==> config.mk <==
export PLATFORM = sky130hd
export DESIGN_NAME = instr_fetch_queue
export DESIGN_NICKNAME = d
export VERILOG_FILES = /design/src/rtl/fetch_pkg.sv /design/src/rtl/fetch_fifo.sv /design/src/rtl/instr_fetch_queue.sv
export SDC_FILE = /design/constraint.sdc
export NUM_CORES = 1
export LEC_CHECK = 0
export ABC_CLOCK_PERIOD_IN_PS = 4000
export CAP_MARGIN = 25
export CORE_ASPECT_RATIO = 2
export CORE_MARGIN = 5
export CORE_UTILIZATION = 57
export DETAILED_ROUTE_END_ITERATION = 8
export DONT_BUFFER_PORTS = 1
export PLACE_DENSITY = 0.81
export SLEW_MARGIN = 15
export SYNTH_ARGS = -nofsm -noshare
export SYNTH_HDL_FRONTEND = slang
export SYNTH_SLANG_ARGS = --single-unit
==> constraint.sdc <==
create_clock -name clk -period 4 [get_ports clk]
set_input_delay 0.2 -clock clk [delete_from_list [all_inputs] [get_ports clk]]
set_output_delay 0.2 -clock clk [all_outputs]
set_load 0.02 [all_outputs]
==> src/rtl/fetch_pkg.sv <==
// Shared fetch types: FSM state encoding, queue entry layout and the default reset PC.
package fetch_pkg;

  localparam logic [31:0] RESET_PC_DEFAULT = 32'h0000_0000;

  typedef enum logic [1:0] {
    ST_IDLE,
    ST_REQ,
    ST_WAIT,
    ST_DROP
  } fetch_state_e;

  typedef struct packed {
    logic [31:0] instr;
    logic [31:0] pc;
  } fetch_entry_t;

  // Sequential fetch step; wraps naturally at 2^32.
  function automatic logic [31:0] pc_next(input logic [31:0] pc);
    return pc + 32'd4;
  endfunction

endpackage

==> src/rtl/fetch_fifo.sv <==
// Prefetch FIFO of {instr, pc} entries with flush; head is readable with zero latency.
module fetch_fifo
  import fetch_pkg::*;
#(
  parameter int unsigned DEPTH = 4
) (
  input  logic         clk,
  input  logic         rst,
  input  logic         push,
  input  logic         pop,
  input  logic         flush,
  input  fetch_entry_t wdata,
  output fetch_entry_t rdata,
  output logic         full,
  output logic         empty
);

  localparam int unsigned PTR_W = $clog2(DEPTH);

  fetch_entry_t     ram [DEPTH];
  logic [PTR_W:0]   wr_ptr;
  logic [PTR_W:0]   rd_ptr;
  logic             do_push;
  logic             do_pop;

  // Extra pointer MSB separates full from empty when the indices match.
  assign empty = (wr_ptr == rd_ptr);
  assign full  = (wr_ptr == {~rd_ptr[PTR_W], rd_ptr[PTR_W-1:0]});
  assign rdata = ram[rd_ptr[PTR_W-1:0]];

  assign do_pop  = pop && !empty;
  assign do_push = push && (!full || do_pop);

  always_ff @(posedge clk) begin
    if (rst || flush) begin
      wr_ptr <= '0;
      rd_ptr <= '0;
    end else begin
      if (do_push) wr_ptr <= wr_ptr + 1'b1;
      if (do_pop)  rd_ptr <= rd_ptr + 1'b1;
    end
  end

  always_ff @(posedge clk) begin
    if (do_push && !flush) ram[wr_ptr[PTR_W-1:0]] <= wdata;
  end

endmodule

==> src/rtl/instr_fetch_queue.sv <==
// Instruction fetch: one-outstanding memory read FSM feeding a prefetch queue toward decode.
// Define FETCH_MISALIGN_TRAP_EN to flag and ignore redirects with a misaligned target.
module instr_fetch_queue
  import fetch_pkg::*;
#(
  parameter int unsigned DEPTH    = 4,
  parameter logic [31:0] RESET_PC = RESET_PC_DEFAULT
) (
  input  logic        clk,
  input  logic        rst,
  output logic        mem_req,
  output logic [31:0] mem_addr,
  input  logic        mem_gnt,
  input  logic        mem_rvalid,
  input  logic [31:0] mem_rdata,
  input  logic        PCSrcE,
  input  logic [31:0] PCTargetE,
  output logic        InstrD_valid,
  input  logic        InstrD_ready,
  output logic [31:0] InstrD,
  output logic [31:0] PCD,
  output logic [31:0] PCPlus4D
`ifdef FETCH_MISALIGN_TRAP_EN
  ,
  output logic        fetch_misalign
`endif
);

  fetch_state_e state;
  logic [31:0]  fetch_pc;
  logic         redir;
  logic [31:0]  target;
  logic         push;
  logic         pop;
  logic         full;
  logic         empty;
  fetch_entry_t wdata;
  fetch_entry_t head;

`ifdef FETCH_MISALIGN_TRAP_EN
  logic misaligned;

  // A misaligned redirect is reported and otherwise behaves as if it never came.
  assign misaligned = PCSrcE && (PCTargetE[1:0] != 2'b00);
  assign redir      = PCSrcE && !misaligned;
  assign target     = PCTargetE;

  always_ff @(posedge clk) begin
    if (rst) fetch_misalign <= 1'b0;
    else     fetch_misalign <= misaligned;
  end
`else
  assign redir  = PCSrcE;
  assign target = PCTargetE & 32'hFFFF_FFFC;
`endif

  // Data is only accepted in WAIT, so stale responses from before a reset or redirect are dropped.
  assign push  = (state == ST_WAIT) && mem_rvalid && !redir;
  assign pop   = InstrD_valid && InstrD_ready && !redir;
  assign wdata = '{instr: mem_rdata, pc: fetch_pc};

  fetch_fifo #(.DEPTH(DEPTH)) u_fifo (
    .clk   (clk),
    .rst   (rst),
    .push  (push),
    .pop   (pop),
    .flush (redir),
    .wdata (wdata),
    .rdata (head),
    .full  (full),
    .empty (empty)
  );

  assign InstrD_valid = !empty;
  assign InstrD       = head.instr;
  assign PCD          = head.pc;
  assign PCPlus4D     = pc_next(head.pc);
  assign mem_addr     = fetch_pc;

  always_ff @(posedge clk) begin
    if (rst) begin
      state    <= ST_IDLE;
      fetch_pc <= RESET_PC;
      mem_req  <= 1'b0;
    end else begin
      case (state)
        ST_IDLE: begin
          // Nothing outstanding here, so room in the queue is the only gate.
          if (redir) fetch_pc <= target;
          if (redir || !full) begin
            state   <= ST_REQ;
            mem_req <= 1'b1;
          end
        end
        ST_REQ: begin
          if (redir) fetch_pc <= target;
          if (mem_gnt) begin
            mem_req <= 1'b0;
            state   <= redir ? ST_DROP : ST_WAIT;
          end
        end
        ST_WAIT: begin
          if (redir) begin
            fetch_pc <= target;
            state    <= mem_rvalid ? ST_IDLE : ST_DROP;
          end else if (mem_rvalid) begin
            fetch_pc <= pc_next(fetch_pc);
            state    <= ST_IDLE;
          end
        end
        ST_DROP: begin
          if (redir) fetch_pc <= target;
          if (mem_rvalid) state <= ST_IDLE;
        end
        default: state <= ST_IDLE;
      endcase
    end
  end

endmodule

* Word level (Yosys, flattened, before mapping)
Memories as Yosys holds them, arrays and structs flattened. A register that Yosys moved wholly into a read port is not among the register bits.
Cells that the tools add are included.
** Cells by class
- Muxes and demuxes :: 18
- Add/sub/neg operators :: 4
- Eq/ne operators :: 9
- Bitwise operators :: 1
- Reduce and logical (&&, ||, !) cells :: 19
** Operators with widths (count)
- 32-bit two-way mux :: 3
- 32-bit by 3-bit adder with 32-bit output (second input constant) :: 2
- 32-bit case mux with 2 select lines :: 1
- 2-bit two-way mux :: 7
- 2-bit case mux with 4 select lines :: 1
- 1-bit logical AND :: 7
- 3-bit by 1-bit adder with 3-bit output (second input constant) :: 2
- 3-bit == test :: 2
- 1-bit two-way mux :: 5
- 2-bit == test (second input constant) :: 2
- 2-bit != test (second input constant) :: 2
- 2-bit AND reduction :: 2
- 1-bit logical NOT :: 3
- 1-bit logical OR :: 3
- 3-bit != test (second input constant) :: 1
- 3-bit AND reduction :: 1
- 3-bit OR reduction :: 1
- 2-bit by 1-bit == test with 1-bit output (second input constant) :: 1
- 2-bit logical NOT :: 1
- 2-bit by 1-bit != test with 1-bit output (second input constant) :: 1
- 1-bit case mux with 2 select lines :: 1
- 2-bit nonzero test :: 1
- 1-bit NOT :: 1
** Word-level totals
- Bits of input ports :: 70
- Flip-flop bits (word level) :: 41
- Memories kept :: 1
- Word-level logic and storage cells :: 57
- RAM bits :: 256
- Output and inout bits :: 130
** Memory list
- u_fifo.ram :: words 4, width 64, rd ports 1, clocked after memory_dff 1, write ports 1, line fetch_fifo.sv:20 : fetch_entry_t ram [DEPTH];

* Longest topological paths before layout
- Word-level depth :: 10
- Depth in mapped cells :: 9

* By module
A second synthesis with hierarchy kept.
** Second synthesis, totals
- Cell total of the unflattened synthesis :: 753
- Area total of the unflattened synthesis :: 12418.2 um2
** By module, submodules not included
- fetch_fifo :: cells an instance 392, instances 1, area an instance 9723.1 um2
- instr_fetch_queue :: cells an instance 361, instances 1, area an instance 2695.1 um2

* Worst setup path before layout
No wires, ideal clock.
- Kind :: register to register
- From :: register state[0]
- To :: memory u_fifo.ram[0][10] (netlist name) (enable)
- Arrival time :: 3604 ps
- Setup time :: 482 ps
- Stages on the path, launching flop included :: 6
- Setup slack :: -87 ps
- Clock period less this slack :: 4087 ps
- Path buffers :: 1
- Data required time :: 3518 ps
- Path through :: dfxtp_1 nand3b_1 clkbuf_1 nor2_1 o21ai_1 nor2_1
** On the way
- Longest elaborated chain between the ends :: 7
** RTL lines
- start, declared :: line instr_fetch_queue.sv:29 : fetch_state_e state;
- start signal, assigned :: line instr_fetch_queue.sv:99 : state <= redir ? ST_DROP : ST_WAIT;
- start signal, assigned :: line instr_fetch_queue.sv:105 : state <= mem_rvalid ? ST_IDLE : ST_DROP;
- 2-bit == test :: line instr_fetch_queue.sv:58 : assign push = (state == ST_WAIT) && mem_rvalid && !redir;
- 1-bit logical AND (2 in series) :: line instr_fetch_queue.sv:58
- 1-bit logical AND :: line fetch_fifo.sv:32 : assign do_push = push && (!full || do_pop);
- 1-bit logical AND :: line fetch_fifo.sv:45 : if (do_push && !flush) ram[wr_ptr[PTR_W-1:0]] <= wdata;
- 1-bit two-way mux :: line fetch_fifo.sv:45
- 1-bit two-way mux (not written as such) :: line fetch_fifo.sv:45
- end, declared :: line fetch_fifo.sv:20
No other way between the ends.

==> results.sh <==
export IMPL_antenna_found_initial=0
export IMPL_gp_congestion=1.004
export IMPL_max_cap_violations=0
export IMPL_rows=75
export IMPL_synthCells=708
export IMPL_finalClockSkew_ps=8.691
export IMPL_seq_area_frac_synth=0.6923
export IMPL_drc=0
export IMPL_finalWirelength_um=28040
export IMPL_p_total_w=0.006083
export IMPL_via_per_inst=6.254
export IMPL_critPathMaxFanout=20
export IMPL_critPathKind="register to primary output"
export IMPL_syn_avg_cell_area_um2=16.87
export IMPL_start_util=0.5733
export IMPL_required_ps=3800
export IMPL_dieWidth_um=112.4
export IMPL_synth_seq_cells=289
export IMPL_ys_flop_type="edfxtp_1"
export IMPL_io_buffers=0
export IMPL_clk_pin_slew_ps=70
export IMPL_min_period_ps=3766
export IMPL_num_nets_final=881
export IMPL_grt_ovfl_total=0
export IMPL_synth_most_common_cell="edfxtp_1"
export IMPL_layout_drive_gt1_share=0.1693
export IMPL_grt_pass1_vias=7381
export IMPL_ys_top_cells_by_count="248 x edfxtp_1, 62 x mux4_2, 41 x dfxtp_1"
export IMPL_place_hpwl_um=18520
export IMPL_antennaDiodeCount=0
export IMPL_fin_hold_ws_ps=57.35
export IMPL_postCtsResizedCells=0
export IMPL_hold_viol=0
export IMPL_cts_tree="yes"
export IMPL_h_tree_depth=1
export IMPL_ir_worst_vdd_uv=278.8
export IMPL_post_cts_buffers=0
export IMPL_rsz0062_at_grt="false"
export IMPL_yosys_area_top_type="edfxtp_1"
export IMPL_power_leakage_nw=4.486
export IMPL_grt_max_degree=44
export IMPL_power_density_nw_per_um2=434.3
export IMPL_syn2layout_area_growth_pct=17.29
export IMPL_cts_sinks=289
export IMPL_grt_pass1_wl_um=43460
export IMPL_routedWlPerCell_um=25.73
export IMPL_ios=200
export IMPL_initialDrtViolationCount=446
export IMPL_hold_path_class="input pin to register"
export IMPL_syn_area_um2=11940
export IMPL_ys_warn_count=0
export IMPL_cp_data_arrival_time_ps=3570
export IMPL_slew_viol_final=0
export IMPL_die_area_um2=24120
export IMPL_synth_edf_count=248
export IMPL_fin_area_um2=14010
export IMPL_synthArstFlopShare=0
export IMPL_synth_area_leaders="edfxtp_1 62%, mux4_2 12%, dfxtp_1 6.9%, xnor2_1 2.2%, nand2_1 1.3%"
export IMPL_clock_latency_ps=510
export IMPL_setup_viol=0
export IMPL_root_buffer="clkbuf_16"
export IMPL_startpoint_type="register"
export IMPL_crit_path_end_kind="primary output"
export IMPL_first_pass_iters=6
export IMPL_placed_area_um2=12260
export IMPL_fmax_ghz=0.2655
export IMPL_vias=6817
export IMPL_drtAntennaViolNets=0
export IMPL_post_route_period_util=0.9416
export IMPL_cts_buffer_depth=3
export IMPL_core_area_um2=20830
export IMPL_worstMarginPinSlew_ps=1044
export IMPL_synth_cell_types=61
export IMPL_cts_made_buffers=24
export IMPL_relSlewSlack=0.3007
export IMPL_postCtsHoldBufs=89
export IMPL_die_h_um=214.7
export IMPL_grt_use_total=0.2347
export IMPL_finalSetupTns_ps=0
export IMPL_synth_top_area_frac=0.6236
export IMPL_status="finished, final reports clean"
## final timing paths
check | slack, ps | from | depth (start not counted) | to
max reg2reg | 750 | mem_addr[2]$_SDFFE_PP0P_ | 7 | mem_addr[20]$_SDFFE_PP0P_
min reg2reg | 510 | u_fifo.rd_ptr[1]$_SDFFE_PP0N_ | 2 | register
min | 60 | PCSrcE | 3 | mem_addr[3]$_SDFFE_PP0P_
max | 230 | register | 6 | PCPlus4D[25]
## worst max-delay path, stage by stage (launching register included)
cell and delay [ps]:
dfxtp_2 670, mux4_2 470, nand3_1 280, nor4b_4 800, buf_4 260, nand3_1 100, xnor2_1 460
## where the power goes
part / total [W] / internal [W] / switching [W]
clock: 0.00247 / 0.00146 / 0.00101
combinational: 0.000222 / 0.000107 / 0.000115
sequential: 0.00339 / 0.00330 / 0.0000939
## flip-flops by register name (all words and copies together) (netlist names), named ones only
name and count:
mem_req 1, u_fifo.rd_ptr 3, u_fifo.ram 248, u_fifo.wr_ptr 3
state 2, mem_addr 30
## cells in the final DEF (no fill, tap or decap), types with 3 or more instances in the layout
cell           instances
a31o_2                 4
ha_1                   7
dfxtp_1               39
o21ai_0               11
clkinv_2               4
a21oi_1               21
buf_4                  9
nand3_1               22
nor4_2                 3
buf_12                 6
nor2_4                 4
nand2_1               40
nor3_1                12
o31ai_1                3
nand3b_1               4
a21o_1                 4
clkbuf_16             25
xnor2_1               30
conb_1                 6
dlygate4sd3_1         88
and4_1                 3
mux4_2                62
inv_1                 11
clkinv_1               4
a311oi_1               4
and2_1                 7
nand4_1               17
xor2_1                17
and3_1                 5
a211oi_1              13
mux2i_1                4
bufinv_16              5
edfxtp_1             248
nor2_1                33
or4_1                  4
## kinds of logic after synthesis
| kind of cell | Yosys count | synth area share |
|---|---|---|
| XOR/XNOR | 47 | 0.03447 |
| flip-flops | 289 | 0.6923 |
| other | 1 | 0.0003140 |
| adder cells (fa/ha/maj) | 7 | 0.007333 |
| AO/OA/AOI/OAI | 76 | 0.04253 |
| multiplexers | 66 | 0.1203 |
| buffers and inverters | 51 | 0.02368 |
| AND/OR/NAND/NOR | 171 | 0.07910 |
## area by class of cell
cell class	instances	area, um2
Clock inverter	16	209.0
Tap cell	269	336.6
Sequential cell	289	8273
Fill cell	1375	6825
Clock buffer	27	633.1
Timing Repair Buffer	103	1069
Inverter	13	48.80
Multi-Input combinational cell	373	3438
## per-stage QoR
step | instances | util | setup slack (ps)
floorplan | 713 | - | -86.84
global placement | 958 | 0.5887 | 731.1
detailed placement | 958 | 0.5887 | 737.4
CTS | 1090 | 0.6724 | 163.3
global route | 1090 | 0.6724 | 41.38
finish | 1090 | 0.6724 | 233.6
## layer usage
layer / GRT usage / up-vias / share of wire
met1: 0.2561 / 3403 / 0.33
li1: - / 2984 / -
met2: 0.4468 / 350 / 0.57
met3: 0.03800 / 80 / 0.065
met4: 0.08945 / 0 / 0.039
met5: 0 / - / 0
Note: power is estimated with default switching activity, not from simulation.
